[config.mk]
export PLATFORM = sky130hd
export DESIGN_NAME = mar_burst_gen_flat
export DESIGN_NICKNAME = d
export VERILOG_FILES = /design/src/rtl/mar_pkg.sv /design/src/rtl/mar_burst_gen_if.sv /design/src/rtl/mar_burst_gen.sv /design/src/flat_wrapper.sv
export SDC_FILE = /design/constraint.sdc
export NUM_CORES = 1
export LEC_CHECK = 0
export CAP_MARGIN = 10
export CORE_ASPECT_RATIO = 0.8
export CORE_UTILIZATION = 47
export DETAILED_ROUTE_END_ITERATION = 10
export GPL_TIMING_DRIVEN = 0
export PLACE_DENSITY_LB_ADDON = 0.3
export SLEW_MARGIN = 15
export SYNTH_ARGS = -nofsm -noshare
export SYNTH_HDL_FRONTEND = slang
export SYNTH_SLANG_ARGS = --single-unit
[constraint.sdc]
create_clock -name clk -period 2.36 [get_ports clk]
set_input_delay 0.472 -clock clk [delete_from_list [all_inputs] [get_ports clk]]
set_output_delay 0.472 -clock clk [all_outputs]
set_load 0.03 [all_outputs]
[src/rtl/mar_pkg.sv]
// Shared types and default widths for the burst-capable memory address register.
// Optional build macro: MAR_ALIGN_CHECK_EN (see mar_burst_gen).
package mar_pkg;

    typedef enum logic {
        IDLE  = 1'b0,
        BURST = 1'b1
    } mar_state_e;

    // Defaults shared with the legacy MAR and the memory port
    localparam int MAR_ADDR_W     = 32;
    localparam int MAR_LEN_W      = 8;
    localparam int MAR_WORD_BYTES = 4;

    // Shift amount that turns one beat into a byte-address increment
    function automatic int incr_shift(input int word_bytes);
        return $clog2(word_bytes);
    endfunction

endpackage

[src/rtl/mar_burst_gen_if.sv]
// Control-unit / memory-port bundle for mar_burst_gen.
// Optional build macro: MAR_ALIGN_CHECK_EN adds align_err.
interface mar_burst_gen_if
    import mar_pkg::*;
#(
    parameter int ADDR_W = MAR_ADDR_W,
    parameter int LEN_W  = MAR_LEN_W
);
    // Load side: mar_write is taken only in a cycle where load_ready=1.
    // Beat side: a beat transfers on a rising edge with addr_valid & addr_ready;
    // address_out and last stay stable while addr_valid=1 and addr_ready=0.
    logic              mar_write;
    logic [ADDR_W-1:0] address_in;
    logic [LEN_W-1:0]  burst_len;
    logic              abort;
    logic              addr_ready;
    logic              load_ready;
    logic [ADDR_W-1:0] address_out;
    logic              addr_valid;
    logic              last;
    logic              busy;
    logic              done;
    mar_state_e        dbg_state;
`ifdef MAR_ALIGN_CHECK_EN
    logic              align_err;
`endif

    modport slave (
`ifdef MAR_ALIGN_CHECK_EN
        output align_err,
`endif
        input  mar_write, address_in, burst_len, abort, addr_ready,
        output load_ready, address_out, addr_valid, last, busy, done, dbg_state
    );

    modport master (
`ifdef MAR_ALIGN_CHECK_EN
        input  align_err,
`endif
        output mar_write, address_in, burst_len, abort, addr_ready,
        input  load_ready, address_out, addr_valid, last, busy, done, dbg_state
    );

endinterface

[src/rtl/mar_burst_gen.sv]
// Memory address register that loads a base address and walks a burst of word addresses.
// Optional build macro: MAR_ALIGN_CHECK_EN rejects loads whose base is not word aligned.
module mar_burst_gen
    import mar_pkg::*;
#(
    parameter int ADDR_W     = MAR_ADDR_W,
    parameter int LEN_W      = MAR_LEN_W,
    parameter int WORD_BYTES = MAR_WORD_BYTES
) (
    input  logic           clk,
    input  logic           reset,
    mar_burst_gen_if.slave bus
);

    localparam int              SHIFT = incr_shift(WORD_BYTES);
    localparam logic [ADDR_W-1:0] INCR = ADDR_W'(1) << SHIFT;

    mar_state_e        state_q, state_d;
    logic [ADDR_W-1:0] addr_q,  addr_d;
    logic [LEN_W-1:0]  rem_q,   rem_d;
    logic              done_q,  done_d;
    logic              misaligned;
`ifdef MAR_ALIGN_CHECK_EN
    logic              align_err_q, align_err_d;
    localparam logic [ADDR_W-1:0] ALIGN_MASK = INCR - ADDR_W'(1);
    assign misaligned = |(bus.address_in & ALIGN_MASK);
`else
    assign misaligned = 1'b0;
`endif

    always_ff @(posedge clk or posedge reset) begin
        if (reset) begin
            state_q     <= IDLE;
            addr_q      <= '0;
            rem_q       <= '0;
            done_q      <= 1'b0;
`ifdef MAR_ALIGN_CHECK_EN
            align_err_q <= 1'b0;
`endif
        end else begin
            state_q     <= state_d;
            addr_q      <= addr_d;
            rem_q       <= rem_d;
            done_q      <= done_d;
`ifdef MAR_ALIGN_CHECK_EN
            align_err_q <= align_err_d;
`endif
        end
    end

    always_comb begin
        state_d = state_q;
        addr_d  = addr_q;
        rem_d   = rem_q;
        done_d  = 1'b0;
`ifdef MAR_ALIGN_CHECK_EN
        align_err_d = 1'b0;
`endif
        case (state_q)
            IDLE: begin
                if (bus.mar_write && !misaligned) begin
                    addr_d  = bus.address_in;
                    rem_d   = bus.burst_len;
                    state_d = BURST;
                end
`ifdef MAR_ALIGN_CHECK_EN
                align_err_d = bus.mar_write && misaligned;
`endif
            end
            BURST: begin
                // Abort wins over a same-cycle handshake: no increment, no done
                if (bus.abort) begin
                    state_d = IDLE;
                end else if (bus.addr_ready) begin
                    if (rem_q == '0) begin
                        state_d = IDLE;
                        done_d  = 1'b1;
                    end else begin
                        addr_d = addr_q + INCR;
                        rem_d  = rem_q - LEN_W'(1);
                    end
                end
            end
            default: state_d = IDLE;
        endcase
    end

    always_comb begin
        bus.load_ready  = (state_q == IDLE);
        bus.addr_valid  = (state_q == BURST);
        bus.busy        = (state_q == BURST);
        bus.last        = (state_q == BURST) && (rem_q == '0);
        bus.address_out = addr_q;
        bus.done        = done_q;
        bus.dbg_state   = state_q;
`ifdef MAR_ALIGN_CHECK_EN
        bus.align_err   = align_err_q;
`endif
    end

endmodule

[src/flat_wrapper.sv]
// flat-port wrapper written by rule: the top's interface ports become plain ports
module mar_burst_gen_flat import mar_pkg::*;
#(
    parameter int ADDR_W     = MAR_ADDR_W,
    parameter int LEN_W      = MAR_LEN_W,
    parameter int WORD_BYTES = MAR_WORD_BYTES
)
  (clk, reset, bus_mar_write, bus_address_in, bus_burst_len, bus_abort, bus_addr_ready, bus_load_ready, bus_address_out, bus_addr_valid, bus_last, bus_busy, bus_done, bus_dbg_state);
  mar_burst_gen_if #(.ADDR_W(ADDR_W), .LEN_W(LEN_W)) bus_i ();
  input  logic clk;
  input  logic reset;
  input wire logic [$bits(bus_i.mar_write)-1:0] bus_mar_write;
  input wire logic [$bits(bus_i.address_in)-1:0] bus_address_in;
  input wire logic [$bits(bus_i.burst_len)-1:0] bus_burst_len;
  input wire logic [$bits(bus_i.abort)-1:0] bus_abort;
  input wire logic [$bits(bus_i.addr_ready)-1:0] bus_addr_ready;
  output wire logic [$bits(bus_i.load_ready)-1:0] bus_load_ready;
  output wire logic [$bits(bus_i.address_out)-1:0] bus_address_out;
  output wire logic [$bits(bus_i.addr_valid)-1:0] bus_addr_valid;
  output wire logic [$bits(bus_i.last)-1:0] bus_last;
  output wire logic [$bits(bus_i.busy)-1:0] bus_busy;
  output wire logic [$bits(bus_i.done)-1:0] bus_done;
  output wire logic [$bits(bus_i.dbg_state)-1:0] bus_dbg_state;
  assign bus_i.mar_write = bus_mar_write;
  assign bus_i.address_in = bus_address_in;
  assign bus_i.burst_len = bus_burst_len;
  assign bus_i.abort = bus_abort;
  assign bus_i.addr_ready = bus_addr_ready;
  assign bus_load_ready = bus_i.load_ready;
  assign bus_address_out = bus_i.address_out;
  assign bus_addr_valid = bus_i.addr_valid;
  assign bus_last = bus_i.last;
  assign bus_busy = bus_i.busy;
  assign bus_done = bus_i.done;
  assign bus_dbg_state = bus_i.dbg_state;
  mar_burst_gen #(.ADDR_W(ADDR_W), .LEN_W(LEN_W), .WORD_BYTES(WORD_BYTES)) u_core (.clk(clk), .reset(reset), .bus(bus_i));
endmodule
==> reports/metrics.yaml, run 1 <==
run_status:
  status: "completed"
synthesis:
  yosysSeqAreaShare: 0.3989
  ys.flop_type: "dfrtp_1"
  yosys-top-cells-area: "dfrtp_1, nor2_1, a21oi_1"
  ys_types: 56
  yosysMostFrequentCell: "dfrtp_1"
  synth_area_um2: 2635
  ys_top_cells_by_count: "dfrtp_1, nor2_1, nand2_1"
  synth-seq-cells: 42
  yosys.area.top_type: "dfrtp_1"
  ys_warn_count: 0
  synth_nets: 352
  synth_enable_flop_cells: 0
  synth-async-reset-ratio: 1.000
  syn_area_per_cell_um2: 8.668
  synth_top_cell_area_share: 0.3989
  synthCells: 304
sta:
  setup_violations: 0
  post-route-period-util: 0.9801
  fin_ws_ns: 0.04704
  final.setup.tns_ns: 0
  slew_viol_final: 0
  timing.fmax_mhz: 432.3
  slew_headroom: 0.6002
  tightest_slew_ns: 0.5997
  hold_violations: 0
  fin_skew_ns: 0.01075
  fin_crit_ns: 2.313
cts:
  clk_transition_reported_paths_ns: 0.09
  cts_tree: "built"
  clockBufferDepth: 2
  clk_latency_ns: 0.30
  htreeDepth: 2
  cts-root-buf: "clkbuf_8"
  cts_made_buffers: 5
  clkSinkCount: 42
  cts_hold_buf: 0
run:
  maxCapViolCount: 0
drt:
  wl_per_cell_um: 18.17
  initialDrtViolationCount: 275
  vias: 2919
  viasPerCell: 6.197
  drc: 0
  drtPass1Iterations: 5
  routed_wl_um: 8559
  ant_nets: 0
floorplan:
  die_h_um: 68.97
  start_util: 0.5059
  die_area_um2: 5912
  num_rows: 23
  num_io_pins: 83
  fp.coreArea_um2: 5209
  fp.dieW_um: 85.72
worst_setup_path:
  critPathRequiredTime_ns: 2.54
  critical-path-top-delay-family: "simple AND/OR/NAND/NOR gates"
  start_kind: "register"
  slowest_delay_ns: 0.51
  worstSetupPathType: "reg2reg"
  path_max_fanout: 5
  setup.worst_path.end_class: "register"
  rrSetupSlack_ns: 0.05
  critPathArrivalTime_ns: 2.49
  path_buf_inv: 2
  crit_slowest_cell: "or4b_4"
  path_cells: "inv_1 > ha_1 > or4b_4 > o21ai_4 > buf_4 > nor2_1 > a311oi_1 > nor3_1"
finish:
  drive_gt1_frac: 0.1313
  fin_area_um2: 3705
  utilization: 0.7113
  final.fill_count: 408
  fin_nets: 445
  antenna_cells: 0
  syn2layout_area_growth_pct: 40.60
global_route:
  overflow: 0
  antenna_found_initial: 0
  grt_usage: 0.3008
  grt_pass1_wl_um: 13460
  grt_pass1_vias: 2724
  grt_max_degree: 37
pwr:
  power_mw: 3.340
  peakVddDrop_v: 0.0006636
  p_leak_nw: 1.459
  powerDensity_nw_per_um2: 901.5
placed_design:
  gp_congestion: 0.8556
  preCtsSetupSlack_ns: -0.4665
  place_area_um2: 3575
  portBuffers: 82
  dp_hpwl_um: 6051
worst_hold_path:
  hold_class: "in2async"
[registers in the layout, indices dropped and copies added, names as in the netlist]
signal,count
u_core.bus.done,1
u_core.bus.address_out,32
u_core.rem_q,8
u_core.bus.addr_valid,1
[where the power goes]
group | switching [mW] | internal [mW] | leakage, nW | total [mW]
Sequential | 0.316 | 0.931 | 0.485 | 1.25
Clock | 0.259 | 0.226 | 0.0431 | 0.485
Combinational | 0.922 | 0.686 | 0.931 | 1.61
Total | 1.50 | 1.84 | 1.46 | 3.34
[final timing paths]
kind / cells past startpoint / from / to
worst max register to register: 8 / u_core.rem_q[0] / u_core.bus.address_out[31]
worst min register to register: 2 / u_core.bus.address_out[0] / u_core.bus.address_out[0]
max in group asynchronous: 3 / reset / u_core.bus.address_out[9]
worst max-delay path: 8 / u_core.rem_q[0] / u_core.bus.address_out[31]
worst min-delay path: 2 / reset / u_core.rem_q[5]
min in group clk: 2 / u_core.bus.address_out[0] / u_core.bus.address_out[0]
[cell usage in the layout (no fill, tap or decap), types with 4 or more instances in the layout]
master | synthesis | final
nand3_1 | 9 | 9
nor3_1 | 9 | 7
o211ai_1 | 4 | 4
clkbuf_1 | 8 | 7
a211oi_1 | 6 | 6
clkdlybuf4s50_1 | 0 | 80
o21ai_0 | 17 | 17
nand4_1 | 9 | 9
nand2_1 | 29 | 29
buf_4 | 2 | 7
nor2_1 | 35 | 33
dfrtp_1 | 42 | 42
inv_1 | 9 | 7
buf_2 | 6 | 6
nor4_1 | 5 | 4
o31ai_1 | 7 | 7
and3_1 | 5 | 5
o22ai_1 | 13 | 13
clkbuf_8 | 0 | 6
or3_1 | 4 | 4
mux2i_1 | 5 | 5
xor2_1 | 4 | 4
mux2_2 | 4 | 4
a21oi_1 | 25 | 24
[kinds of logic after synthesis]
group	count (synthesis)	synth area share
buffers and inverters	28	0.05270
adder cells (fa/ha/maj)	3	0.01425
AO/OA/AOI/OAI	94	0.2355
multiplexers	9	0.03609
XOR/XNOR	5	0.01662
AND/OR/NAND/NOR	123	0.2460
flip-flops	42	0.3989
[layer usage]
layer / vias to the layer above / global-route usage / part of all wire
met4: 0 / 0.1104 / 0.013
met1: 1396 / 0.3997 / 0.43
met5: - / 0 / 0
met3: 14 / 0.04762 / 0.084
li1: 1328 / - / -
met2: 181 / 0.5050 / 0.47
[cell type report]
class	count	area [um2]	area share
multi-input combinational	234	1475	0.3982
clock buffer	6	82.58	0.02229
inverter	9	33.78	0.009119
buffer	18	105.1	0.02837
sequential	42	1051	0.2837
tap	75	93.84	0.02533
timing repair buffer	87	863.3	0.2330
[metrics by stage]
| stage | hold slack [ns] | std cells |
|---|---|---|
| 3_3_place_gp | 0.4625 | 461 |
| 6_report | 0.3900 | 471 |
| 5_1_grt | 0.4141 | 471 |
| 2_1_floorplan | 0.4931 | 304 |
| 4_1_cts | 0.4052 | 471 |
| 3_5_place_dp | 0.4709 | 462 |
[timing repair]
action / CTS / global route
pin swaps: 1 / 1
setup buffers: 4 / 0
gates resized for setup: 9 / 10
setup endpoints to repair: 16 / 14
Power figures use the tool's default switching activity.
==> run 2, diff against run 1 <==
--- a/constraint.sdc
+++ b/constraint.sdc
@@ -3,2 +3,2 @@
 set_output_delay 0.472 -clock clk [all_outputs]
-set_load 0.03 [all_outputs]
+set_load 0.05 [all_outputs]
==> run 2 against run 1 <==
Against the previous run: total power rose by 12%; sequential cell count did not move; worst hold slack improved by 0.11 ns; utilization rose by 1.3 points; clock power rose by 21%; final cell count rose by 0.42%; cell area rose by 1.8%; highest routed layer unchanged; worst setup slack improved by 0.031 ns; combinational power rose by 18%; clock skew fell by 0.0021 ns; register-to-register slack improved by 0.05 ns.
==> reports/metrics.yaml, run 2 (synthesized netlist as in run 1, its figures left out) <==
sta:
  fin_skew_ns: 0.008657
  post-route-period-util: 0.9671
  slew_headroom: 0.5084
  hold_violations: 0
  timing.fmax_mhz: 438.2
  final.setup.tns_ns: 0
  slew_viol_final: 0
  tightest_slew_ns: 0.7317
  setup_violations: 0
  fin_ws_ns: 0.07772
  holdWs_ns: 0.5047
  fin_crit_ns: 2.282
finish:
  drive_gt1_frac: 0.1407
  fin_nets: 445
  utilization: 0.7242
  stdcell_count: 473
  final.fill_count: 400
  mostFrequentLayoutCells: "clkdlybuf4s50_1, dfrtp_1, nor2_1, nand2_1, a21oi_1"
  final_common_cell: "clkdlybuf4s50_1"
  antenna_cells: 0
  syn2layout_area_growth_pct: 43.16
  fin_area_um2: 3772
  largest_reg_flops: 32
drt:
  wl_per_cell_um: 17.82
  drc: 0
  initialDrtViolationCount: 343
  viasPerCell: 6.209
  vias: 2937
  routed_wl_um: 8427
  ant_nets: 0
  drtPass1Iterations: 5
worst_setup_path:
  start_kind: "register"
  worst_r2r_endpoint: "u_core.bus.address_out[12]"
  critPathLaunch: "u_core.rem_q[1]"
  setup.worst_path.end_class: "output pin"
  cp-endpoint: "bus_last"
  worstSetupPathType: "reg2out"
  r2r-start: "u_core.bus.address_out[2]"
  r2r_cells: 7
  critPathRequiredTime_ns: 1.89
  critPathArrivalTime_ns: 1.81
  path_max_fanout: 3
  rrSetupSlack_ns: 0.10
pwr:
  p_clk_frac: 0.157
  swShare: 0.4799
  peakVddDrop_v: 0.0006438
  switchingPower_mw: 1.796
  p_int_mw: 1.946
  p_seq_frac: 0.335
  powerDensity_nw_per_um2: 991.8
  p_comb_frac: 0.509
  p_leak_nw: 1.489
  power_mw: 3.741
floorplan:
  num_rows: 23
  die_h_um: 68.97
  num_io_pins: 83
  fp.coreArea_um2: 5209
  die_area_um2: 5912
  fp.dieW_um: 85.72
  start_util: 0.5059
worst_hold_path:
  hold_class: "reg2reg"
  hold_path_startpoint: "u_core.bus.address_out[0]"
placed_design:
  preCtsSetupSlack_ns: -0.4364
  place_area_um2: 3591
  dp_hpwl_um: 5880
  portBuffers: 82
  placed_cells: 462
  gp_congestion: 0.9092
cts:
  cts-root-buf: "clkbuf_8"
  clkSinkCount: 42
  clk_transition_reported_paths_ns: 0.09
  cts_tree: "built"
  cts_made_buffers: 5
  clockBufferDepth: 2
  htreeDepth: 2
  cts_hold_buf: 0
  clk_latency_ns: 0.31
run:
  maxCapViolCount: 0
global_route:
  grt_pass1_wl_um: 13770
  grt_usage: 0.3079
  grt_pass1_vias: 2677
  grt_max_degree: 23
  antenna_found_initial: 0
  overflow: 0
run_status:
  status: "completed"
## run 2: changes by cell type in the layout (fill, tap and decap cells not counted), sizes merged
cell	previous run	this run
clkdlybuf4s18	0	1
clkinv	0	2
clkbuf	15	13
bufinv	0	1
## run 2: timing repair
action	4_1_cts	5_1_grt
gates resized for setup	13	8
buffers inserted	3	1
setup endpoints to repair	17	17
pin swaps	1	2
## run 2: per-layer routing
layer | GRT usage | part of all wire | up-vias
li1 | - | - | 1328
met1 | 0.4241 | 0.43 | 1402
met2 | 0.4920 | 0.46 | 198
met3 | 0.07857 | 0.10 | 9
met4 | 0.07083 | 0.0075 | 0
met5 | 0 | 0 | -
## run 2: layout make-up
cell class / instances / area (um2) / area share
Clock inverter: 3 / 40.04 / 0.01061
Sequential cell: 42 / 1052 / 0.2789
Tap cell: 75 / 93.84 / 0.02488
Timing Repair Buffer: 87 / 892.1 / 0.2365
Clock buffer: 5 / 68.82 / 0.01824
Buffer: 18 / 105.1 / 0.02786
Multi-Input combinational cell: 234 / 1484 / 0.3934
Inverter: 9 / 36.28 / 0.009619
## run 2: power by group through the flow
stage | Clock [mW] | Sequential [mW] | Combinational (mW)
after floorplan | 0 | 1.77 | 0.658
after CTS | 0.590 | 1.24 | 1.86
after detailed placement | 0 | 1.25 | 1.84
final | 0.586 | 1.25 | 1.90
after global routing | 0.623 | 1.29 | 2.03
after global placement | 0 | 1.24 | 1.80
## run 2: how the worst min path moves through the flow
| stage | end | slack [ns] | cells after the start |
|---|---|---|---|
| 2_1_floorplan | u_core.rem_q[5] | 0.49 | 1 |
| 3_5_place_dp | u_core.bus.address_out[1] | 0.48 | 2 |
| 6_report | u_core.bus.address_out[0] | 0.50 | 2 |
| 4_1_cts | u_core.bus.address_out[1] | 0.51 | 2 |
| 5_1_grt | u_core.bus.address_out[0] | 0.56 | 2 |
| 3_3_place_gp | u_core.bus.address_out[0] | 0.46 | 2 |
## run 2: worst max-delay path: stages, from the launching register on
cell     delay (ns)
dfrtp_1        0.40
inv_1          0.15
ha_4           0.15
or4b_4         0.50
nor3_4         0.13
buf_6          0.17
